### config.mk
export PLATFORM = sky130hd
export DESIGN_NAME = i2c_arbiter
export DESIGN_NICKNAME = d
export VERILOG_FILES = /design/src/rtl/i2c_pkg.sv /design/src/rtl/i2c_arbiter_rr_pick.sv /design/src/rtl/i2c_arbiter.sv
export SDC_FILE = /design/constraint.sdc
export NUM_CORES = 1
export LEC_CHECK = 0
export CAP_MARGIN = 20
export CORE_ASPECT_RATIO = 0.5
export CORE_MARGIN = 5
export CORE_UTILIZATION = 45
export CTS_CLUSTER_SIZE = 20
export DETAILED_ROUTE_END_ITERATION = 7
export GPL_ROUTABILITY_DRIVEN = 0
export GPL_TIMING_DRIVEN = 1
export PLACE_DENSITY_LB_ADDON = 0.25
export SETUP_SLACK_MARGIN = 0.05
export SLEW_MARGIN = 20
export SYNTH_ARGS = -nofsm -noshare
export SYNTH_HDL_FRONTEND = slang
export SYNTH_HIERARCHICAL = 1
export SYNTH_SLANG_ARGS = --single-unit
### constraint.sdc
create_clock -name clk -period 2 [get_ports clk]
set_input_delay 0.6 -clock clk [delete_from_list [all_inputs] [get_ports clk]]
set_output_delay 0.6 -clock clk [all_outputs]
set_load 0.02 [all_outputs]
### src/rtl/i2c_pkg.sv
// Shared types and widths for the i2c requester arbiter.
//   ADDR_W      : 7-bit i2c slave address
//   DATA_W      : single data byte per transaction
//   arb_state_t : sequencer states
package i2c_pkg;

    localparam int unsigned ADDR_W = 7;
    localparam int unsigned DATA_W = 8;

    typedef enum logic [1:0] {
        IDLE  = 2'd0,
        ISSUE = 2'd1,
        BUSY  = 2'd2,
        DRAIN = 2'd3
    } arb_state_t;

endpackage

### src/rtl/i2c_arbiter_rr_pick.sv
// Combinational round-robin pick: first set request at or after ptr, wrapping.
//   req    : per-requester request vector
//   ptr    : index searched first
//   valid  : any request present
//   winner : index of the selected requester
module rr_pick #(
    parameter int unsigned NREQ  = 2,
    parameter int unsigned IDX_W = (NREQ > 1) ? $clog2(NREQ) : 1
) (
    input  logic [NREQ-1:0]  req,
    input  logic [IDX_W-1:0] ptr,
    output logic             valid,
    output logic [IDX_W-1:0] winner
);

    logic [IDX_W-1:0] cand;

    // Walk outward from ptr; the first hit locks the result.
    always_comb begin
        valid  = 1'b0;
        winner = '0;
        cand   = '0;
        for (int k = 0; k < int'(NREQ); k++) begin
            cand = IDX_W'((int'(ptr) + k) % int'(NREQ));
            if (!valid && req[cand]) begin
                valid  = 1'b1;
                winner = cand;
            end
        end
    end

endmodule

### src/rtl/i2c_arbiter.sv
// Round-robin arbiter/sequencer sharing one i2c_master among NREQ requesters.
//   clk, rst                         : clock, async active-high reset
//   req, req_addr, req_wdata, req_rw : per-requester transaction request
//   gnt                              : one-hot accept pulse
//   resp_valid, resp_rdata, resp_err : one-hot completion pulse + result
//   busy                             : sequencer not idle
//   m_start, m_addr, m_wdata, m_rw   : command to i2c_master
//   m_rdata, m_done                  : completion from i2c_master
module i2c_arbiter
    import i2c_pkg::*;
#(
    parameter int unsigned NREQ    = 2,
    parameter int unsigned TIMEOUT = 4096
) (
    input  logic                   clk,
    input  logic                   rst,
    input  logic [NREQ-1:0]        req,
    input  logic [ADDR_W*NREQ-1:0] req_addr,
    input  logic [DATA_W*NREQ-1:0] req_wdata,
    input  logic [NREQ-1:0]        req_rw,
    output logic [NREQ-1:0]        gnt,
    output logic [NREQ-1:0]        resp_valid,
    output logic [DATA_W-1:0]      resp_rdata,
    output logic                   resp_err,
    output logic                   busy,
    output logic                   m_start,
    output logic [ADDR_W-1:0]      m_addr,
    output logic [DATA_W-1:0]      m_wdata,
    output logic                   m_rw,
    input  logic [DATA_W-1:0]      m_rdata,
    input  logic                   m_done
);

    localparam int unsigned IDX_W = (NREQ > 1) ? $clog2(NREQ) : 1;
    localparam int unsigned CNT_W = $clog2(TIMEOUT + 1);

    arb_state_t        state_q, state_d;
    logic [IDX_W-1:0]  owner_q, owner_d;
    logic [IDX_W-1:0]  ptr_q, ptr_d;
    logic [CNT_W-1:0]  wd_q, wd_d;
    logic [ADDR_W-1:0] addr_d;
    logic [DATA_W-1:0] wdata_d, rdata_d;
    logic              rw_d, start_d, err_d, busy_d;
    logic [NREQ-1:0]   gnt_d, rv_d;
    logic              pick_valid;
    logic [IDX_W-1:0]  pick_w;

    rr_pick #(.NREQ(NREQ), .IDX_W(IDX_W)) u_pick (
        .req    (req),
        .ptr    (ptr_q),
        .valid  (pick_valid),
        .winner (pick_w)
    );

    // State and output registers.
    always_ff @(posedge clk or posedge rst) begin
        if (rst) begin
            state_q    <= IDLE;
            owner_q    <= '0;
            ptr_q      <= '0;
            wd_q       <= '0;
            m_addr     <= '0;
            m_wdata    <= '0;
            m_rw       <= 1'b0;
            m_start    <= 1'b0;
            gnt        <= '0;
            resp_valid <= '0;
            resp_rdata <= '0;
            resp_err   <= 1'b0;
            busy       <= 1'b0;
        end else begin
            state_q    <= state_d;
            owner_q    <= owner_d;
            ptr_q      <= ptr_d;
            wd_q       <= wd_d;
            m_addr     <= addr_d;
            m_wdata    <= wdata_d;
            m_rw       <= rw_d;
            m_start    <= start_d;
            gnt        <= gnt_d;
            resp_valid <= rv_d;
            resp_rdata <= rdata_d;
            resp_err   <= err_d;
            busy       <= busy_d;
        end
    end

    // Next-state and next-output logic.
    // The watchdog counts cycles since m_start: zero in the start cycle.
    always_comb begin
        state_d = state_q;
        owner_d = owner_q;
        ptr_d   = ptr_q;
        wd_d    = wd_q;
        addr_d  = m_addr;
        wdata_d = m_wdata;
        rw_d    = m_rw;
        start_d = 1'b0;
        gnt_d   = '0;
        rv_d    = '0;
        rdata_d = resp_rdata;
        err_d   = resp_err;

        unique case (state_q)
            IDLE: begin
                if (pick_valid) begin
                    state_d = ISSUE;
                    owner_d = pick_w;
                    addr_d  = req_addr[ADDR_W*pick_w +: ADDR_W];
                    wdata_d = req_wdata[DATA_W*pick_w +: DATA_W];
                    rw_d    = req_rw[pick_w];
                    gnt_d   = NREQ'(1) << pick_w;
                    start_d = 1'b1;
                    wd_d    = '0;
                end
            end
            ISSUE: begin
                state_d = BUSY;
                ptr_d   = (owner_q == IDX_W'(NREQ - 1)) ? '0 : owner_q + 1'b1;
                wd_d    = wd_q + 1'b1;
            end
            BUSY: begin
                wd_d = wd_q + 1'b1;
                // m_done takes precedence over a coincident timeout.
                if (m_done) begin
                    state_d = IDLE;
                    rv_d    = NREQ'(1) << owner_q;
                    err_d   = 1'b0;
                    rdata_d = m_rw ? m_rdata : '0;
                end else if (wd_q == CNT_W'(TIMEOUT - 1)) begin
                    state_d = DRAIN;
                    rv_d    = NREQ'(1) << owner_q;
                    err_d   = 1'b1;
                    rdata_d = '0;
                end
            end
            DRAIN: begin
                // Error already reported; just wait for the master to finish.
                if (m_done) begin
                    state_d = IDLE;
                end
            end
            default: state_d = IDLE;
        endcase

        busy_d = (state_d != IDLE);
    end

endmodule

After elaboration in Yosys (flattened, before gate mapping)
Cells that the tools add are included.

word-level totals
  register bits after elaboration = 48
  input bits = 45
  output and inout bits = 31
  word-level logic and storage cells = 69

operators by class
  add/subtract/negate cells = 3
  multiply operators = 1
  $lt $le $gt $ge = 3
  equal/unequal tests = 5
  shift-type cells = 4
  mux-type cells = 30
  reductions and logical operators = 10

operators with widths
  operator                                                    count
  one-hot mux 13 bit (2 select lines)                         1
  two-way mux 8 bit                                           3
  two-way mux 2 bit                                           9
  variable part select 16 x 5 -> 8 bit                        1
  two-way mux 1 bit                                           15
  variable part select 14 x 5 -> 7 bit                        1
  adder 13 x 1 -> 13 bit, second input constant               1
  equality test 13 x 12 -> 1 bit, second input constant       1
  two-way mux 13 bit                                          1
  one-hot mux 2 bit (4 select lines)                          1
  less-than comparator 1 x 2 -> 1 bit, second input constant  3
  AND reduction 2 bit                                         3
  nonzero test 2 bit                                          3
  equality test 2 bit, second input constant                  2
  multiplier 3 x 1 -> 4 bit, first input constant             1
  left shift 1 x 1 -> 2 bit, first input constant             2
  adder 1 bit, second input constant                          2
  equality test 2 x 1 -> 1 bit, second input constant         1
  logical NOT 2 bit                                           1
  inequality test 2 bit, second input constant                1
  OR reduction 2 bit                                          1
  logical AND 1 bit                                           1
  logical NOT 1 bit                                           1

Logic depth before layout (Yosys ltp)
  depth after elaboration = 9
  mapped depth = 8

By module
Netlist, hierarchy kept.

modules (own cells, without submodules)
  module       times used  cells an instance  area an instance (um2)  seq. area each (um2)
  i2c_arbiter  1           196                2188.3                  1201.2
  rr_pick      1           3                  17.5                    0.0

Worst setup path after synthesis
OpenSTA, ideal clock, no wires.

  path kind = input -> register
  start point = input port req[1]
  end point = register busy
  setup time = 0.127 ns
  arrival = 1.633 ns
  path slack = 0.239 ns
  stages = 6
  buffers on the path = 1
  cell sequence = or2_1 > nand2_1 > buf_2 > o21ai_0 > o32a_1 > or2_2

between the ends
  word-level cells in the longest chain between the ends = 9

RTL lines
  what                                                  line                       text
  start: declaration                                    i2c_arbiter.sv:17          input logic [NREQ-1:0] req,
  two-way mux 1 bit (implied by the code) (2 in a row)  i2c_arbiter_rr_pick.sv:25  if (!valid && req[cand]) begin
  two-way mux 1 bit                                     i2c_arbiter_rr_pick.sv:25
  logical NOT 1 bit                                     i2c_arbiter_rr_pick.sv:25
  logical AND 1 bit                                     i2c_arbiter_rr_pick.sv:25
  two-way mux 1 bit *                                   i2c_arbiter_rr_pick.sv:25
  two-way mux 2 bit *                                   i2c_arbiter.sv:106         if (pick_valid) begin
  one-hot mux 2 bit (4 select lines) *                  i2c_arbiter.sv:104         unique case (state_q)
  net state_d[0]                                        i2c_arbiter.sv:37          arb_state_t state_q, state_d;
  nonzero test 2 bit *                                  i2c_arbiter.sv:146         busy_d = (state_d != IDLE);
  net busy_d                                            i2c_arbiter.sv:43          logic rw_d, start_d, err_d, busy_d;
  end signal: assignment                                i2c_arbiter.sv:84          busy <= busy_d;
  end: declaration                                      i2c_arbiter.sv:25          output logic busy,

The timed path passes the listed nets; every way through them passes the cells marked *. The select of a mux whose other input is x is not followed.
A chain may end at the register's enable or synchronous reset.

Final worst setup path
  start point = register resp_rdata[6]
  end point = output port resp_rdata[6]

RTL lines
  what                      line               text
  start: declaration        i2c_arbiter.sv:23  output logic [DATA_W-1:0] resp_rdata,
  start signal: assignment  i2c_arbiter.sv:82  resp_rdata <= rdata_d;

No word-level cell between the ends.

==> key figures <==
Clock network
  • H-tree depth: 2
  • CTS tree: yes
  • Post-CTS setup buffers: 0
  • Worst skew pair latency: 0.31 ns
  • Post-CTS Hold Fix Bufs: 0
  • CTS root buffer: clkbuf_8
  • Clock-pin slew on the worst setup and hold paths: around 0.090 ns
  • TritonCTS Buffers: 5
  • Clk buf depth: 2
  • Number of clock sinks: 48

STA
  • Maximum clock rate: 527.6 MHz
  • RSZ-0062 raised after global routing: no
  • Fin. Hold Viols: 0
  • Setup violations, final: 0
  • Crit share post-route: between 90% and 100%
  • Slew headroom: slightly above 70%
  • Hold WS: just under 0.5 ns
  • Clock skew: between 0.008 and 0.009 ns
  • Final setup margin: roughly 0.10 ns
  • Tmin final: 1.895 ns
  • Final slew viol count: 0
  • Worst Max-Slew Pin Slew: 0.4096 ns

Route
  • DR DRC count: 0
  • Routed vias/inst: 4.841
  • 1st-iter DRT viols: 27
  • Via Count: between 1,500 and 2,000
  • First-pass iteration count of the detailed router: 4
  • Total Wirelength: just under 5000 um
  • Detailed-route wire length per cell: around 14 um
  • Post-DRT Antenna Nets: 0

Hold path
  • Tightest Hold Check Type: reg2reg

Logic synthesis
  • Yosys top cell area share: 54.45%
  • Syn nets: ~250
  • Top post-synthesis cells by count: dfrtp_1, nand2_1, o21ai_0
  • Yosys warnings: 6
  • EDFF count, synth: 0
  • Largest cells by area after synthesis: dfrtp_1, mux2i_1, o21ai_0
  • Most repeated cell in the gate-level netlist after synthesis: dfrtp_1
  • Cell Area, Synth: about 2200 sq um
  • Synth area leader: dfrtp_1
  • Register bit count reported by yosys: between 40 and 50
  • Syn Inst Count: a little under 200
  • Synthesized area per cell: ~11 sq um
  • Post-synthesis sequential area ratio: 54.45%
  • Distinct cells, synth: 40
  • Ys flop type: dfrtp_1
  • Synth async-reset ratio: 100.0%

Power
  • Final Total Pwr: about 4.0 mW
  • Pint: 2.504 mW
  • Clock share of power: between 10 and 15%
  • Combinational share of power: about half
  • Switch share: 37.95%
  • NetSw: about 1.5 mW
  • P_leak: 1.437 nW
  • Pwr dens: roughly 1200 nW/um^2
  • Peak VDD IR: between 0.5 and 0.6 mV
  • Register share of total power: around 37%

Die
  • Die X: approximately 110 um
  • Top-level I/O count: 76
  • Core ar.: slightly below 5000 sq um
  • Die height: around 60 um
  • Starting Density: 45.56%
  • Std cell rows: 18
  • Die ar.: approximately 6500 sq um

Global route
  • Maximum number of pins on one net before global-route repair: 36
  • Vias in the first global route: roughly 1,900
  • Gr ovfl total: 0
  • First-pass GRT wire length: between 8000 and 9000 um
  • Initial antenna violation count: 0
  • Gr usage total: around 16%

Critical path
  • Crit path required time: approximately 1.4 ns
  • Crit path max-delay cell type: clkdlybuf4s50_1
  • CP top delay family: buffers and inverters
  • CP Launch Type: flop
  • Crit path cell chain: clkdlybuf4s50_1
  • CP Class: reg2out
  • Max FO, Critical Path: 2
  • Crit path largest cell delay: just over 0.6 ns
  • CP Capture Type: output pin
  • CP arrival: approximately 1.3 ns
  • Worst path buffer plus inverter count: 1

Place
  • Post-DP HPWL: ~3700 um
  • PortBufs: 75
  • Place WS: -0.2252 ns

Final layout
  • Fraction of layout instances using a drive strength above 1: between 10% and 20%
  • Nets: between 300 and 400
  • Area Overhead vs Synth: 46.68%
  • Diodes inserted: 0

Run
  • MaxCap Viol Count: 0

Outcome
  • Status: completed
through the flow:
| stage | utilization, % | instances | TNS, ns | cell area, sq um |
|---|---|---|---|---|
| 6_report | 66.82 | 352 | 0 | 3236 |
| 5_1_grt | 66.82 | 352 | 0 | 3236 |
| 4_1_cts | 66.46 | 352 | 0 | 3218 |
| 3_5_place_dp | 64.78 | 345 | -1.313 | 3137 |
| 3_3_place_gp | 64.78 | 345 | -0.8640 | 3137 |
| 2_1_floorplan | - | 199 | 0 | 2206 |
sequential cells by signal, indices dropped and copies added (netlist names), 2 cells and up:
register,cells
m_addr,7
wd_q,13
gnt,2
m_wdata,8
state_q,2
resp_rdata,8
resp_valid,2
path summary, 6_finish.rpt:
kind                       depth (start not counted)  slack (ns)       endpoint          start
min                                                2        0.48      m_addr[5]      m_addr[5]
min in group asynchronous                          2        0.58     m_wdata[5]            rst
min reg2reg                                        2        0.48      m_addr[5]      m_addr[5]
max reg2reg                                        7        0.27        wd_q[9]     state_q[0]
max in group asynchronous                          3        1.00  resp_valid[0]            rst
max                                                1        0.10  resp_rdata[6]  resp_rdata[6]
kinds of logic after synthesis:
kind of cell | synth area share [%]
adders and majority gates | 2.836
buffers and inverters | 3.233
and+or+nand+nor | 15.43
AOI/OAI and AO/OA | 12.93
muxes | 8.338
DFF | 54.45
xor gates and xnor gates | 2.779
power groups by stage:
stage | clock network [mW] | logic, mW | registers [mW]
final | 0.561 | 1.99 | 1.48
after global routing | 0.617 | 2.17 | 1.53
after CTS | 0.580 | 2.03 | 1.49
after detailed placement | 0 | 2.02 | 1.50
after global placement | 0 | 1.97 | 1.49
after floorplan | 0 | 0.771 | 1.79
routing by layer:
layer / part of all wire (%) / wire [um] / GRT usage, %
met1: 43 / 2073 / 18.46
met2: 51 / 2477 / 29.84
met3: 4.3 / 208 / 4.788
met4: 1.4 / 66 / 6.295
met5: 0 / 0 / 0
area by class of cell:
class / count / area, sq um
fillers: 378 / 1607
flip-flops and latches: 48 / 1201
multi-input cells: 136 / 949.7
repair buffers: 85 / 893.4
well taps: 70 / 87.58
clock buffers: 5 / 68.82
inverters: 6 / 22.52
clock inverters: 2 / 12.51
layout by cell type (no fill, tap or decap), types with 3 or more instances in the layout:
| cell | Yosys | layout |
|---|---|---|
| clkdlybuf4s50_1 | 0 | 73 |
| dfrtp_1 | 48 | 48 |
| nand2_1 | 23 | 23 |
| o21ai_0 | 22 | 22 |
| mux2i_1 | 17 | 17 |
| nor2_1 | 14 | 14 |
| a22o_1 | 9 | 9 |
| xnor2_1 | 7 | 7 |
| a21oi_1 | 6 | 6 |
| inv_1 | 6 | 5 |
| ha_1 | 5 | 5 |
| clkbuf_8 | 0 | 5 |
| buf_4 | 1 | 5 |
| buf_12 | 0 | 5 |
| nand3_1 | 3 | 3 |
what timing repair did:
action | in CTS | in global routing
endpoints found under the hold margin | 0 | 0
resized for setup | 0 | 4
endpoints found under the setup margin | 0 | 4
No activity file was read; power rests on OpenSTA's default activity.
